<file path="config.mk">
export PLATFORM = sky130hd
export DESIGN_NAME = id_inst_queue
export DESIGN_NICKNAME = d
export VERILOG_FILES = /design/src/rtl/id_inst_queue.sv
export SDC_FILE = /design/constraint.sdc
export NUM_CORES = 2
export LEC_CHECK = 0
export CORE_ASPECT_RATIO = 1.75
export CORE_MARGIN = 10
export CORE_UTILIZATION = 59
export CTS_CLUSTER_SIZE = 14
export DETAILED_ROUTE_END_ITERATION = 8
export PLACE_DENSITY = 0.84
export SLEW_MARGIN = 5
export SYNTH_ARGS = -nofsm -noshare
export SYNTH_HDL_FRONTEND = slang
export SYNTH_SLANG_ARGS = --single-unit
</file>
<file path="constraint.sdc">
create_clock -name clk -period 19.8 [get_ports clk]
set_clock_uncertainty 0.15 [all_clocks]
set_input_delay 3.96 -clock clk [delete_from_list [all_inputs] [get_ports clk]]
set_output_delay 3.96 -clock clk [all_outputs]
set_load 0.02 [all_outputs]
</file>
<file path="src/rtl/id_inst_queue.sv">
// id_inst_queue: instruction buffer between IF and ID.
//
// Circular buffer of fetched packets (pc, inst, branch prediction, IF
// exception). Up to FETCH_W packets are enqueued per cycle, oldest in lane 0.
// The oldest ISSUE_W entries are presented to the decoders. Downstream
// retires 0..ISSUE_W of them per cycle, oldest first, through `consume`.
//
// Ports
//   clk, resetn      clock, synchronous active-low reset
//   flush            drop every entry (mispredict / exception redirect)
//   in_*             FETCH_W enqueue lanes; lane i at [W*i +: W]
//   in_ready         at least FETCH_W entries are free (current count only)
//   out_*            ISSUE_W dequeue lanes; lane i = (i+1)-th oldest entry
//   consume          number of entries retired from the head this cycle
//   count            current occupancy
//   consume_err      sticky: a consume larger than count was seen

package id_inst_queue_pkg;
  typedef logic [5:0] exception_t;
endpackage

module id_inst_queue
  import id_inst_queue_pkg::*;
#(
  parameter int FETCH_W = 2,
  parameter int ISSUE_W = 2,
  parameter int DEPTH   = 8
) (
  input  logic                                clk,
  input  logic                                resetn,
  input  logic                                flush,
  input  logic [FETCH_W-1:0]                  in_valid,
  input  logic [FETCH_W*32-1:0]               in_pc,
  input  logic [FETCH_W*32-1:0]               in_inst,
  input  logic [FETCH_W-1:0]                  in_pred_taken,
  input  logic [FETCH_W*32-1:0]               in_pred_target,
  input  logic [FETCH_W-1:0]                  in_have_exc,
  input  logic [FETCH_W*$bits(exception_t)-1:0] in_exc_type,
  output logic                                in_ready,
  output logic [ISSUE_W-1:0]                  out_valid,
  output logic [ISSUE_W*32-1:0]               out_pc,
  output logic [ISSUE_W*32-1:0]               out_inst,
  output logic [ISSUE_W-1:0]                  out_pred_taken,
  output logic [ISSUE_W*32-1:0]               out_pred_target,
  output logic [ISSUE_W-1:0]                  out_have_exc,
  output logic [ISSUE_W*$bits(exception_t)-1:0] out_exc_type,
  input  logic [$clog2(ISSUE_W+1)-1:0]        consume,
  output logic [$clog2(DEPTH+1)-1:0]          count,
  output logic                                consume_err
);

  localparam int PTR_W = $clog2(DEPTH);
  localparam int CNT_W = $clog2(DEPTH+1);
  localparam int EXC_W = $bits(exception_t);

  logic [31:0]      pc_q     [DEPTH];
  logic [31:0]      inst_q   [DEPTH];
  logic             taken_q  [DEPTH];
  logic [31:0]      target_q [DEPTH];
  logic             exc_q    [DEPTH];
  exception_t       etype_q  [DEPTH];

  logic [PTR_W-1:0] head_q;
  logic [PTR_W-1:0] tail_q;
  logic [CNT_W-1:0] count_q;
  logic             consume_err_q;

  logic [CNT_W-1:0] n_enq_raw;
  logic [CNT_W-1:0] n_enq;
  logic [CNT_W-1:0] n_deq;
  logic [CNT_W-1:0] consume_ext;
  logic [CNT_W-1:0] free_cnt;
  logic [CNT_W-1:0] count_next;
  logic             enq_fire;
  logic             over_consume;
  logic [PTR_W-1:0] wr_idx [FETCH_W];
  logic [PTR_W-1:0] rd_idx [ISSUE_W];

  assign count       = count_q;
  assign consume_err = consume_err_q;

  // Lanes are contiguous from lane 0, so the popcount is the packet length.
  always_comb begin
    n_enq_raw = '0;
    for (int i = 0; i < FETCH_W; i++) begin
      if (in_valid[i]) n_enq_raw = n_enq_raw + CNT_W'(1);
    end
  end

  // in_ready looks at the current count only: same-cycle dequeue is not
  // credited, which keeps consume off the in_ready timing path.
  assign free_cnt     = CNT_W'(DEPTH) - count_q;
  assign in_ready     = free_cnt >= CNT_W'(FETCH_W);
  assign enq_fire     = in_ready && in_valid[0];
  assign n_enq        = enq_fire ? n_enq_raw : '0;

  assign consume_ext  = CNT_W'(consume);
  assign over_consume = consume_ext > count_q;
  assign n_deq        = over_consume ? count_q : consume_ext;
  assign count_next   = count_q + n_enq - n_deq;

  // Pointers are log2(DEPTH) wide, so the adds wrap modulo DEPTH and a
  // packet may straddle the wrap point.
  always_comb begin
    for (int i = 0; i < FETCH_W; i++) wr_idx[i] = tail_q + PTR_W'(i);
    for (int i = 0; i < ISSUE_W; i++) rd_idx[i] = head_q + PTR_W'(i);
  end

  always_ff @(posedge clk) begin
    if (!resetn) begin
      head_q        <= '0;
      tail_q        <= '0;
      count_q       <= '0;
      consume_err_q <= 1'b0;
    end else if (flush) begin
      // consume_err is neither evaluated nor cleared on a flush cycle.
      head_q  <= '0;
      tail_q  <= '0;
      count_q <= '0;
    end else begin
      head_q  <= head_q + n_deq[PTR_W-1:0];
      tail_q  <= tail_q + n_enq[PTR_W-1:0];
      count_q <= count_next;
      if (over_consume) consume_err_q <= 1'b1;
    end
  end

  // Payload storage carries no reset; validity comes from count alone.
  always_ff @(posedge clk) begin
    if (resetn && !flush && enq_fire) begin
      for (int i = 0; i < FETCH_W; i++) begin
        if (in_valid[i]) begin
          pc_q[wr_idx[i]]     <= in_pc[32*i +: 32];
          inst_q[wr_idx[i]]   <= in_inst[32*i +: 32];
          taken_q[wr_idx[i]]  <= in_pred_taken[i];
          target_q[wr_idx[i]] <= in_pred_target[32*i +: 32];
          exc_q[wr_idx[i]]    <= in_have_exc[i];
          etype_q[wr_idx[i]]  <= in_exc_type[EXC_W*i +: EXC_W];
        end
      end
    end
  end

  always_comb begin
    out_valid       = '0;
    out_pc          = '0;
    out_inst        = '0;
    out_pred_taken  = '0;
    out_pred_target = '0;
    out_have_exc    = '0;
    out_exc_type    = '0;
    for (int i = 0; i < ISSUE_W; i++) begin
      out_valid[i]                 = count_q > CNT_W'(i);
      out_pc[32*i +: 32]           = pc_q[rd_idx[i]];
      out_inst[32*i +: 32]         = inst_q[rd_idx[i]];
      out_pred_taken[i]            = taken_q[rd_idx[i]];
      out_pred_target[32*i +: 32]  = target_q[rd_idx[i]];
      out_have_exc[i]              = exc_q[rd_idx[i]];
      out_exc_type[EXC_W*i +: EXC_W] = etype_q[rd_idx[i]];
    end
  end

  // A valid pattern like 2'b10 leaves a hole in the packet.
  a_in_valid_contig: assert property (@(posedge clk) disable iff (!resetn)
    ((in_valid & (in_valid + FETCH_W'(1))) == '0));

  a_count_bound: assert property (@(posedge clk) disable iff (!resetn)
    (count_q <= CNT_W'(DEPTH)));

endmodule

</file>
==> metrics.md <==
| Metric | Value |
|---|---|
| Initial DRC count | `roughly 2300` |
| Place WS | `a little under 10000 ps` |
| Remaining DRCs | `0` |
| Crit Path Max Fanout | `between 50 and 60` |
| Syn_area_per_cell | `between 15 and 20 um2` |
| Rel. slew slack | `0.2250` |
| Tot Pwr | `approximately 6.0 mW` |
| Post-Syn Nets | `2853` |
| IO Count | `between 400 and 500` |
| Resize count post-CTS | `0` |
| Worst setup SP type | `flip-flop` |
| Clk pwr share | `0.260` |
| Outcome | `completed` |
| CTS tree | `yes` |
| Sequential area share after synthesis | `0.5188` |
| Layout area overhead | `16.11%` |
| Main flop type after synthesis | `edfxtp_1` |
| Initial antenna violation count | `23` |
| Dpl hpwl | `roughly 79000 um` |
| Clock sink count | `843` |
| DRT Pass-1 Iters | `7` |
| CP most frequent cell | `buf_4` |
| Die area | `between 90000 and 100000 um2` |
| Leakage | `~18 nW` |
| Clock slew at reported path FFs | `60 ps` |
| Top cells by instance count after synthesis | `mux2_2 (844), edfxtp_1 (832), mux4_2 (416)` |
| Synth Cell Area | `48580 um2` |
| Largest net degree at the start of global routing | `~140` |
| Gpl congestion | `about 0.83` |
| Share of layout cells above drive strength 1 | `0.5089` |
| Synth top area share | `0.5143` |
| Final Hold Fails | `0` |
| Port Buffer Count | `430` |
| Clock Latency Late Sink | `approximately 660 ps` |
| Switch share | `0.3167` |
| Hold/Removal Path Class | `flip-flop to flip-flop` |
| Netlist cell types | `43` |
| Via count | `between 20000 and 30000` |
| Postcts setup bufs | `0` |
| DRT Wirelength | `approximately 140000 um` |
| Synth Instances | `around 2600` |
| Cts bufs inserted | `79` |
| Clk buf depth | `3` |
| First-pass GRT wire length | `204900 um` |
| Die H | `between 300 and 400 um` |
| Core Box Area | `81910 um2` |
| Arrival @ worst endpoint | `approximately 6700 ps` |
| Max-slew violation count | `0` |
| Vias in the first global route | `between 30000 and 40000` |
| Root buffer cell | `clkbuf_16` |
| WP buf/inv | `5` |
| Cell row count | `~140` |
| Setup-failing EPs final | `0` |
| Most frequent cell after synthesis | `mux2_2` |
| Nets | `3195` |
| Req. time, crit path | `approximately 16000 ps` |
| Gate power share | `0.389` |
| Least-Margin Pin Slew | `between 1000 and 1500 ps` |
| Area of the multi-input gates | `roughly 22000 um2` |
| Final worst path period need | `roughly 11000 ps` |
| Power per Cell Area | `around 110 nW/um2` |
| Antenna Nets Post-Route | `0` |
| EDFF count, synth | `roughly 830` |
| Synth top area cells | `edfxtp_1 (51%), mux2_2 (20%), mux4_2 (19%), mux2_4 (3.0%), mux2_1 (2.3%)` |
| Flops & latches, synth | `roughly 840` |
| Top cell type by total area after synthesis | `edfxtp_1` |
| GRT overflow | `0` |
| Vias per cell | `~7.0` |
| Flop pwr share | `0.352` |
| Sw power | `between 1.5 and 2 mW` |
| Max Fclk | `92.75 MHz` |
| WL/cell | `approximately 34 um` |
| # fillers | `roughly 5200` |
| Crit path kind | `flip-flop to output port` |
| DIE WIDTH | `236.9 um` |
| GRT Util Overall | `0.2894` |
| Cell family with most CP delay | `buffers and inverters` |
| Setup TNS | `0 ps` |
| Int Pwr | `just over 4 mW` |
| Synthesis Warnings | `0` |
| Final period utilization | `0.5446` |
| Initial core utilization | `0.5931` |
| Crit. End Element | `output port` |
| Worst path slowest cell | `dfxtp_4` |
| Max VDD drop | `~0.000096 V` |
| Fin worst setup slack | `roughly 9000 ps` |
| CTS Hold Bufs | `0` |
| Critical path's largest stage delay | `around 1100 ps` |
| H-Tree Depth | `3` |
| Crit path cell chain | `buf_4, buf_4, buf_4, buf_4, mux4_2, mux2_2, clkdlybuf4s50_1` |
| Flip-flop and latch area | `~25000 um2` |
| RSZ-0062 raised after global routing | `false` |
| MaxCap Viol Count | `0` |
| Synth async-reset ratio | `0` |
-- cell families (layout without fill, tap and decap cells) --
| logic type | Yosys count | count (layout) | share of synthesized area |
|---|---|---|---|
| xor gates and xnor gates | 11 | 11 | 0.002138 |
| adders and majority gates | 21 | 21 | 0.005872 |
| and+or+nand+nor | 41 | 41 | 0.004919 |
| other | 0 | 16 | 0 |
| muxes | 1456 | 1456 | 0.4415 |
| buffers and inverters | 218 | 623 | 0.02153 |
| DFF | 843 | 843 | 0.5188 |
| AOI/OAI and AO/OA | 27 | 27 | 0.005280 |
-- flip-flops by register name, summed over array words and instances (netlist names), 4 cells and up --
signal,flops
inst_q,256
etype_q,48
target_q,256
pc_q,256
exc_q,8
taken_q,8
count,4
-- layout make-up --
type                       instances  area share
multi-input combinational       1556      0.3985
antenna                           16   0.0007098
clock inverter                    43    0.007408
tap                             1057     0.02344
timing repair buffer             469     0.08393
clock buffer                     101     0.03839
inverter                          10   0.0006654
sequential                       843      0.4470
-- layer usage --
metal  GRT usage  up-vias  wire length (um)
met2      0.4996     1490             71670
li1            -    11720                 -
met3     0.07391      266             12970
met4      0.1105       18              4298
met5           0        -               115
met1      0.3433    15290             49200
-- path summary, 6_finish.rpt --
path	from	to	slack, ps	depth (start not counted)
setup reg to reg	tail_q[0]	pc_q[6][24]	14450	8
setup / recovery	head_q[0]	out_pred_target[31]	9020	7
hold / removal	consume_err	consume_err	320	1
hold reg to reg	consume_err	consume_err	320	1
-- power groups by stage --
| stage | sequential, mW | combinational (mW) | clock [mW] |
|---|---|---|---|
| 6_report | 2.10 | 2.33 | 1.55 |
| 5_1_grt | 2.11 | 2.44 | 1.63 |
| 4_1_cts | 2.10 | 2.34 | 1.57 |
| 3_5_place_dp | 2.14 | 2.32 | 0 |
| 3_3_place_gp | 2.13 | 2.28 | 0 |
| 2_1_floorplan | 2.11 | 1.47 | 0 |
-- through the flow --
step,cells,cell area [um2],util,hold WS (ps)
after floorplan,2617,48580,-,427.9
after global placement,3935,53790,0.6566,298.4
after detailed placement,3935,53790,0.6566,309.9
after CTS,4079,56370,0.6882,324.7
after global routing,4090,56400,0.6885,340.8
final,4095,56410,0.6887,322.1
-- layout by cell type, fill, tap and decap left out, types with 8 or more instances in the layout --
cell | synthesis | final
dfxtp_1 | 11 | 8
buf_12 | 0 | 11
inv_1 | 9 | 9
mux2_1 | 98 | 98
mux4_2 | 416 | 416
edfxtp_1 | 832 | 832
mux2_4 | 98 | 98
clkinv_1 | 0 | 12
ha_1 | 18 | 17
nand2_1 | 9 | 9
buf_4 | 10 | 28
diode_2 | 0 | 16
clkbuf_16 | 0 | 84
clkbuf_1 | 63 | 17
clkinv_2 | 0 | 20
bufinv_16 | 0 | 8
clkdlybuf4s50_1 | 0 | 430
mux2_2 | 844 | 844
No activity file was read; power rests on OpenSTA's default activity.
